**src/rtl/uart_tx_arbiter.sv**
```systemverilog
`default_nettype none
// +--------------------------------------------------------------------------+
// | Module      : uart_tx_arbiter                                            |
// | Description : Round-robin arbiter sharing one UART transmitter between   |
// |               NREQ requesters. Launches the winning word into the UART,  |
// |               follows uart_busy until the frame ends, then inserts an    |
// |               inter-frame gap before arbitrating again. A missing busy   |
// |               response after launch raises a one-cycle err_timeout.      |
// | Options     : `define UART_ARB_PRIO0_EN gives requester 0 fixed highest  |
// |               priority; the other requesters stay round-robin.           |
// | Revision    : 1.0 - initial release                                      |
// +--------------------------------------------------------------------------+
module uart_tx_arbiter #(
    parameter int DEPTH        = 5,
    parameter int NREQ         = 4,
    parameter int GAP          = 2,
    parameter int BUSY_TIMEOUT = 4
) (
    input  logic                     clk,
    input  logic                     rst,
    input  logic [NREQ-1:0]          req,
    input  logic [NREQ*DEPTH-1:0]    req_data,
    output logic [NREQ-1:0]          ack,
    input  logic                     uart_busy,
    output logic                     uart_enable,
    output logic [DEPTH-1:0]         uart_data,
    output logic [$clog2(NREQ)-1:0]  owner,
    output logic                     active,
    output logic                     err_timeout
);

    localparam int c_OW      = $clog2(NREQ);
    localparam int c_CNT_MAX = (GAP > BUSY_TIMEOUT) ? GAP : BUSY_TIMEOUT;
    localparam int c_CNT_W   = $clog2(c_CNT_MAX + 1);

    localparam logic [c_CNT_W-1:0] c_TO_LAST  = c_CNT_W'(BUSY_TIMEOUT - 1);
    localparam logic [c_CNT_W-1:0] c_GAP_LAST = c_CNT_W'((GAP > 0) ? (GAP - 1) : 0);
    localparam logic [NREQ-1:0]    c_ONE      = NREQ'(1);
    localparam logic [c_OW-1:0]    c_OWN_RST  = c_OW'(NREQ - 1);

    localparam logic [1:0] c_IDLE      = 2'd0;
    localparam logic [1:0] c_WAIT_BUSY = 2'd1;
    localparam logic [1:0] c_WAIT_DONE = 2'd2;
    localparam logic [1:0] c_GAP       = 2'd3;

    // State after a finished or abandoned frame: skip GAP entirely when it is zero
    localparam logic [1:0] c_POST_FRAME = (GAP == 0) ? c_IDLE : c_GAP;

    logic [1:0]         r_state;
    logic [c_CNT_W-1:0] r_cnt;
    logic [NREQ-1:0]    r_ack;
    logic               r_uart_enable;
    logic [DEPTH-1:0]   r_uart_data;
    logic [c_OW-1:0]    r_owner;
    logic               r_err_timeout;

    logic [c_OW:0]      w_pick;
    logic               w_found;
    logic [c_OW-1:0]    w_idx;
    logic               w_upd_owner;
    logic [DEPTH-1:0]   w_word;

    // First set bit of r searching upward from last+1 with wrap; returns {found, index}
    function automatic logic [c_OW:0] rr_pick(input logic [NREQ-1:0] r,
                                              input logic [c_OW-1:0] last);
        logic [c_OW:0] w_res;
        int            w_pos;
        w_res = '0;
        for (int k = 1; k <= NREQ; k++) begin
            w_pos = int'(last) + k;
            if (w_pos >= NREQ) begin
                w_pos = w_pos - NREQ;
            end
            if (!w_res[c_OW] && (((r >> w_pos) & c_ONE) != '0)) begin
                w_res = {1'b1, c_OW'(w_pos)};
            end
        end
        return w_res;
    endfunction

    // Grant selection for the IDLE sample
    always_comb begin
        w_found     = 1'b0;
        w_idx       = '0;
        w_upd_owner = 1'b1;
`ifdef UART_ARB_PRIO0_EN
        // Requester 0 pre-empts the rotation and leaves the rotation pointer alone
        w_pick = rr_pick({req[NREQ-1:1], 1'b0}, r_owner);
        if (req[0]) begin
            w_found     = 1'b1;
            w_idx       = '0;
            w_upd_owner = 1'b0;
        end else begin
            w_found = w_pick[c_OW];
            w_idx   = w_pick[c_OW-1:0];
        end
`else
        w_pick  = rr_pick(req, r_owner);
        w_found = w_pick[c_OW];
        w_idx   = w_pick[c_OW-1:0];
`endif
    end

    // Word of the selected requester
    assign w_word = DEPTH'(req_data >> (int'(w_idx) * DEPTH));

    // Arbitration / frame-tracking FSM with registered pulses
    always_ff @(posedge clk) begin
        if (rst) begin
            r_state       <= c_IDLE;
            r_cnt         <= '0;
            r_ack         <= '0;
            r_uart_enable <= 1'b0;
            r_uart_data   <= '0;
            r_owner       <= c_OWN_RST;
            r_err_timeout <= 1'b0;
        end else begin
            r_ack         <= '0;
            r_uart_enable <= 1'b0;
            r_err_timeout <= 1'b0;
            case (r_state)
                c_IDLE: begin
                    if (w_found) begin
                        r_uart_data   <= w_word;
                        r_ack         <= c_ONE << w_idx;
                        r_uart_enable <= 1'b1;
                        r_cnt         <= '0;
                        r_state       <= c_WAIT_BUSY;
                        if (w_upd_owner) begin
                            r_owner <= w_idx;
                        end
                    end
                end
                c_WAIT_BUSY: begin
                    // busy seen during the launch cycle itself is stale, so ignore it
                    if (uart_busy && !r_uart_enable) begin
                        r_state <= c_WAIT_DONE;
                    end else if (r_cnt == c_TO_LAST) begin
                        r_err_timeout <= 1'b1;
                        r_cnt         <= '0;
                        r_state       <= c_POST_FRAME;
                    end else begin
                        r_cnt <= r_cnt + 1'b1;
                    end
                end
                c_WAIT_DONE: begin
                    if (!uart_busy) begin
                        r_cnt   <= '0;
                        r_state <= c_POST_FRAME;
                    end
                end
                c_GAP: begin
                    if (r_cnt == c_GAP_LAST) begin
                        r_cnt   <= '0;
                        r_state <= c_IDLE;
                    end else begin
                        r_cnt <= r_cnt + 1'b1;
                    end
                end
                default: begin
                    r_cnt   <= '0;
                    r_state <= c_IDLE;
                end
            endcase
        end
    end

    assign ack         = r_ack;
    assign uart_enable = r_uart_enable;
    assign uart_data   = r_uart_data;
    assign owner       = r_owner;
    assign err_timeout = r_err_timeout;
    assign active      = (r_state != c_IDLE);

endmodule
`default_nettype wire

```
**config.mk**
```make
export PLATFORM = sky130hd
export DESIGN_NAME = uart_tx_arbiter
export DESIGN_NICKNAME = d
export VERILOG_FILES = /design/src/rtl/uart_tx_arbiter.sv
export SDC_FILE = /design/constraint.sdc
export NUM_CORES = 1
export LEC_CHECK = 0
export ABC_CLOCK_PERIOD_IN_PS = 2700
export CAP_MARGIN = 15
export CORE_MARGIN = 5
export CORE_UTILIZATION = 50
export CTS_BUF_LIST = sky130_fd_sc_hd__clkbuf_8
export DETAILED_ROUTE_END_ITERATION = 6
export DONT_BUFFER_PORTS = 1
export SLEW_MARGIN = 20
export SYNTH_ARGS = -nofsm -noshare
export SYNTH_HDL_FRONTEND = slang
export SYNTH_SLANG_ARGS = --single-unit
export TNS_END_PERCENT = 100
```
**constraint.sdc**
```tcl
create_clock -name clk -period 2.7 [get_ports clk]
set_input_delay 0.405 -clock clk [delete_from_list [all_inputs] [get_ports clk]]
set_output_delay 0.405 -clock clk [all_outputs]
set_load 0.005 [all_outputs]
```
==> results of run 1 <==
cell usage in the layout (no fill, tap or decap), types with 4 or more instances in the layout:
master,n
dfxtp_1,18
nand2_1,4
buf_4,4
or2_2,15
a211oi_1,4
a21oi_1,11
nor2_1,8
ha_1,15
clkbuf_8,4
a221oi_1,5
mux2_2,10
inv_1,15
o221ai_1,10
o21ai_0,6
kinds of logic after synthesis:
logic type | synth area share
AO/OA/AOI/OAI | 0.2568
adder cells (fa/ha/maj) | 0.1271
buffers and inverters | 0.07033
flip-flops | 0.2441
multiplexers | 0.1381
AND/OR/NAND/NOR | 0.1636
state kept, by name, indices dropped and copies added, names as in the netlist:
register and flops:
r_state 2, ack 4, owner 2, r_cnt 3, err_timeout 1, uart_data 5
uart_enable 1
layout make-up:
cell class | instances | share of cell area
well taps | 31 | 0.02498
multi-input cells | 125 | 0.6519
flip-flops and latches | 18 | 0.2321
inverters | 15 | 0.03626
clock buffers | 4 | 0.03546
repair buffers | 4 | 0.01934
report_power, final:
part / internal, uW / switching (uW)
clock network: 129 / 85.4
logic: 587 / 705
registers: 368 / 78.8
total: 1080 / 869
metrics by stage:
stage / area, um2 / total power, uW
floorplan: 1476 / 1517
global placement: 1498 / 1697
detailed placement: 1498 / 1740
CTS: 1553 / 1967
global route: 1553 / 2129
finish: 1553 / 1953
routing by layer:
metal / share of wire / vias up / track usage
li1: - / 617 / -
met1: 0.41 / 567 / 0.1753
met2: 0.50 / 37 / 0.2822
met3: 0.077 / 4 / 0.05429
met4: 0.012 / 0 / 0.07916
met5: 0 / - / 0
final timing paths:
kind                               start      endpoint  slack, ps  cells past startpoint
worst max-delay path            owner[0]  uart_data[2]        330                      7
worst min-delay path                 rst      r_cnt[0]        220                      1
worst max register to register  owner[0]  uart_data[2]        330                      7
worst min register to register  r_cnt[0]      r_cnt[0]        500                      2
==> flow_summary.toml, run 1 <==
[routing]
drc_errors = 0
drt-total-wl_mm = 3.366
num_vias = 1225
avgRoutedWirePerCell_um = 17.09
drtIter0Drc = 92
drtPass1Iterations = 4
postRouteAntennaNets = 0
viasPerCell = 6.218

[final_layout]
regArea_um2 = 360.3
final_nets = 209
final_cells = 197
fill_cells = 269
diodes = 0
multi_input_comb_area_um2 = 1012
utilization = 0.5535
area_delta_synth_final_pct = 5.170
layout-drive-gt1-share = 0.2410

[sta]
tns_ps = 0
grt_setup_unrepaired = "no"
worst_pin_slew_ps = 473.0
fin_hold_ws_ps = 215.6
setup_violations = 0
hold_viol = 0
period_share = 0.8792
maxSlewHeadroom = 0.6833
fin_ws_ps = 326.0
min_period_ps = 2374
maxSlewViolCount = 0
skew_ps = 7.347
clock.fmax_ghz = 0.4212

[clocking]
cts_tree = "yes"
clkTransAtPathRegs_ps = 70
cts_sinks = 18
clockBufferDepth = 2
cts_hold_buf = 0
cts_setup_buffers = 0
postCtsResizedCells = 0
cts_root_buffer = "clkbuf_8"
clk_latency_ps = 250
cts-htree-levels = 1
cts_made_buffers = 3

[flow_run]
max_cap_violations = 0

[synthesis]
synth_flop_cell = "dfxtp_1"
avgSynthCellArea_um2 = 8.894
netlist_area_um2 = 1476
synth.most_common_cell = "dfxtp_1"
synthCells = 166
synth.top_cell.area_share = 0.2441
yosys-top-cells-count = "dfxtp_1 (18), ha_1 (15), inv_1 (15), or2_2 (15), a21oi_1 (11)"
yosys_warnings = 0
synth-edff-count = 0
synth_area_leader_cell = "dfxtp_1"
seq_area_frac_synth = 0.2441
synth.net_count = 208
ys_async_sr_fraction = 0
synth_area_leaders = "dfxtp_1 (24%), ha_1 (13%), mux2_2 (7.6%)"
synth_cell_types = 42
ys_ff_latch = 18

[grt]
antenna_found_initial = 0
gr-usage-all-layers = 0.1620
grt_max_degree = 23
grt_pass1_vias = 1196
grt_pass1_wl_mm = 5.354
grt-ovfl-total = 0

[die]
num_rows = 19
die_w_um = 64.34
start_util = 0.5263
die_y_um = 64.34
coreArea_um2 = 2805
io_pins = 41
dieArea_um2 = 4140

[placed_design]
place_hpwl_mm = 2.645
io_buffers = 0
gp_congestion = 0.9031
pre_cts_slack_ps = 316.1
dp_cells = 193

[critical_path]
critical_path_class = "flip-flop to flip-flop"
cpLargestDelayFamily = "multiplexers"
crit_chain = "buf_4, mux4_2, nand2_2, o211a_4, mux2_2, o221ai_1, a221oi_1"
cp.required_ps = 2820
startpoint_type = "flip-flop"
critical_path.slowest_cell = "mux4_2"
cp_max_fo = 22
path_buf_inv = 1
arrival_ps = 2490
cpPeakStageDelay_ps = 570
end_kind = "flip-flop"

[power]
irDropWorstVdd_v = 0.0004814
p_per_area_nw_per_um2 = 1257
p_leak_uw = 0.0006233

[outcome]
outcome = "complete, no violations"

[min_path]
hp-class = "input port to flip-flop"
Power figures use the tool's default switching activity.
==> run 2, diff against run 1 <==
==> constraint.sdc (replaced) <==
create_clock -name clk -period 2.7 [get_ports clk]
set_input_delay 0.54 -clock clk [delete_from_list [all_inputs] [get_ports clk]]
set_output_delay 0.54 -clock clk [all_outputs]
set_load 0.005 [all_outputs]
==> run 2 against run 1 <==
Register-to-register slack about the same. Routed wire length increased by 2.9%. Cell area unchanged. Global-route usage up 0.60 points. Critical path type unchanged. Critical endpoint is now r_state[0]. Largest cell class unchanged.
==> flow_summary.toml, run 2 (synthesis gave the netlist of run 1 again) <==
[sta]
worst_pin_slew_ps = 471.9
tns_ps = 0
min_period_ps = 2379
maxSlewHeadroom = 0.6821
setup_violations = 0
skew_ps = 8.880
hold_viol = 0
period_share = 0.8812
grt_setup_unrepaired = "no"
maxSlewViolCount = 0
clock.fmax_ghz = 0.4203
fin_hold_ws_ps = 339.7

[critical_path]
startpoint_type = "flip-flop"
arrival_ps = 2540
cp.required_ps = 2860
critical_path_class = "flip-flop to flip-flop"
cp_max_fo = 22
end_kind = "flip-flop"

[grt]
grt_pass1_wl_mm = 5.685
gr-usage-all-layers = 0.1680
grt-ovfl-total = 0
grt_max_degree = 23
antenna_found_initial = 0
grt_pass1_vias = 1236

[routing]
drtPass1Iterations = 4
drtIter0Drc = 85
postRouteAntennaNets = 0
drc_errors = 0
avgRoutedWirePerCell_um = 17.57
drt-total-wl_mm = 3.462
viasPerCell = 6.386
num_vias = 1258

[clocking]
postCtsResizedCells = 0
cts-htree-levels = 1
cts_sinks = 18
clockBufferDepth = 2
cts_made_buffers = 3
cts_root_buffer = "clkbuf_8"
cts_hold_buf = 0
cts_tree = "yes"
cts_setup_buffers = 0
clk_latency_ps = 260
clkTransAtPathRegs_ps = 70

[final_layout]
area_delta_synth_final_pct = 5.170
diodes = 0
largest_reg_flops = 5
final_nets = 209
final_cells = 197
mostFrequentLayoutCells = "dfxtp_1 (18), inv_1 (15), or2_2 (15), ha_1 (15), a21oi_1 (11)"
layout-drive-gt1-share = 0.2410
layout_commonest_cell = "dfxtp_1"

[min_path]
hp-class = "input port to flip-flop"

[power]
p_leak_uw = 0.0006233
irDropWorstVdd_v = 0.0005124
p_per_area_nw_per_um2 = 1259
total_power_uw = 1955

[outcome]
outcome = "complete, no violations"

[die]
die_w_um = 64.34
coreArea_um2 = 2805
start_util = 0.5263
io_pins = 41
dieArea_um2 = 4140
die_y_um = 64.34
num_rows = 19

[placed_design]
gp_congestion = 0.8959
dp_cells = 193
place_hpwl_mm = 2.723
io_buffers = 0

[flow_run]
max_cap_violations = 0
## run 2: final timing paths
kind / to / slack [ps] / start / cells past startpoint
max: r_state[0] / 320 / owner[0] / 8
min: r_cnt[0] / 340 / rst / 1
max reg2reg: r_state[0] / 320 / owner[0] / 8
min reg2reg: r_cnt[1] / 510 / r_cnt[1] / 2
## run 2: per-layer routing
| layer | vias to the layer above | routed length (um) | part of all wire | global-route usage |
|---|---|---|---|---|
| li1 | 618 | - | - | - |
| met1 | 595 | 1456 | 0.42 | 0.1989 |
| met2 | 37 | 1688 | 0.49 | 0.2899 |
| met3 | 8 | 249 | 0.072 | 0.04203 |
| met4 | 0 | 68 | 0.020 | 0.06596 |
| met5 | - | 0 | 0 | 0 |
## run 2: power by group
group | switching, uW | leakage, uW | internal [uW] | total [uW]
sequential | 80.0 | 0.000149 | 368 | 448
clock | 93.4 | 0.0000288 | 130 | 223
combinational | 699 | 0.000446 | 585 | 1280
total | 873 | 0.000623 | 1080 | 1950
## run 2: critical path: stages (launching register included)
cell	delay (ps)
dfxtp_1	320
buf_4	260
mux4_2	560
nand2_2	120
o2111ai_1	110
buf_4	200
o221a_2	300
and4b_1	190
a211oi_1	210
## run 2: area by class of cell
type	count	area, um2
multi-input combinational	125	1012
sequential	18	360.3
timing repair buffer	4	30.03
fill	274	1252
clock buffer	4	55.05
tap	31	38.79
inverter	15	56.30
## run 2: through the flow
stage                     setup WS [ps]  cell area [um2]  utilization
final                             320.7             1553       0.5535
after global routing              156.5             1553       0.5535
after CTS                         304.0             1553       0.5535
after detailed placement          321.8             1498       0.5339
after global placement            371.2             1498       0.5339
after floorplan                   208.3             1476            -
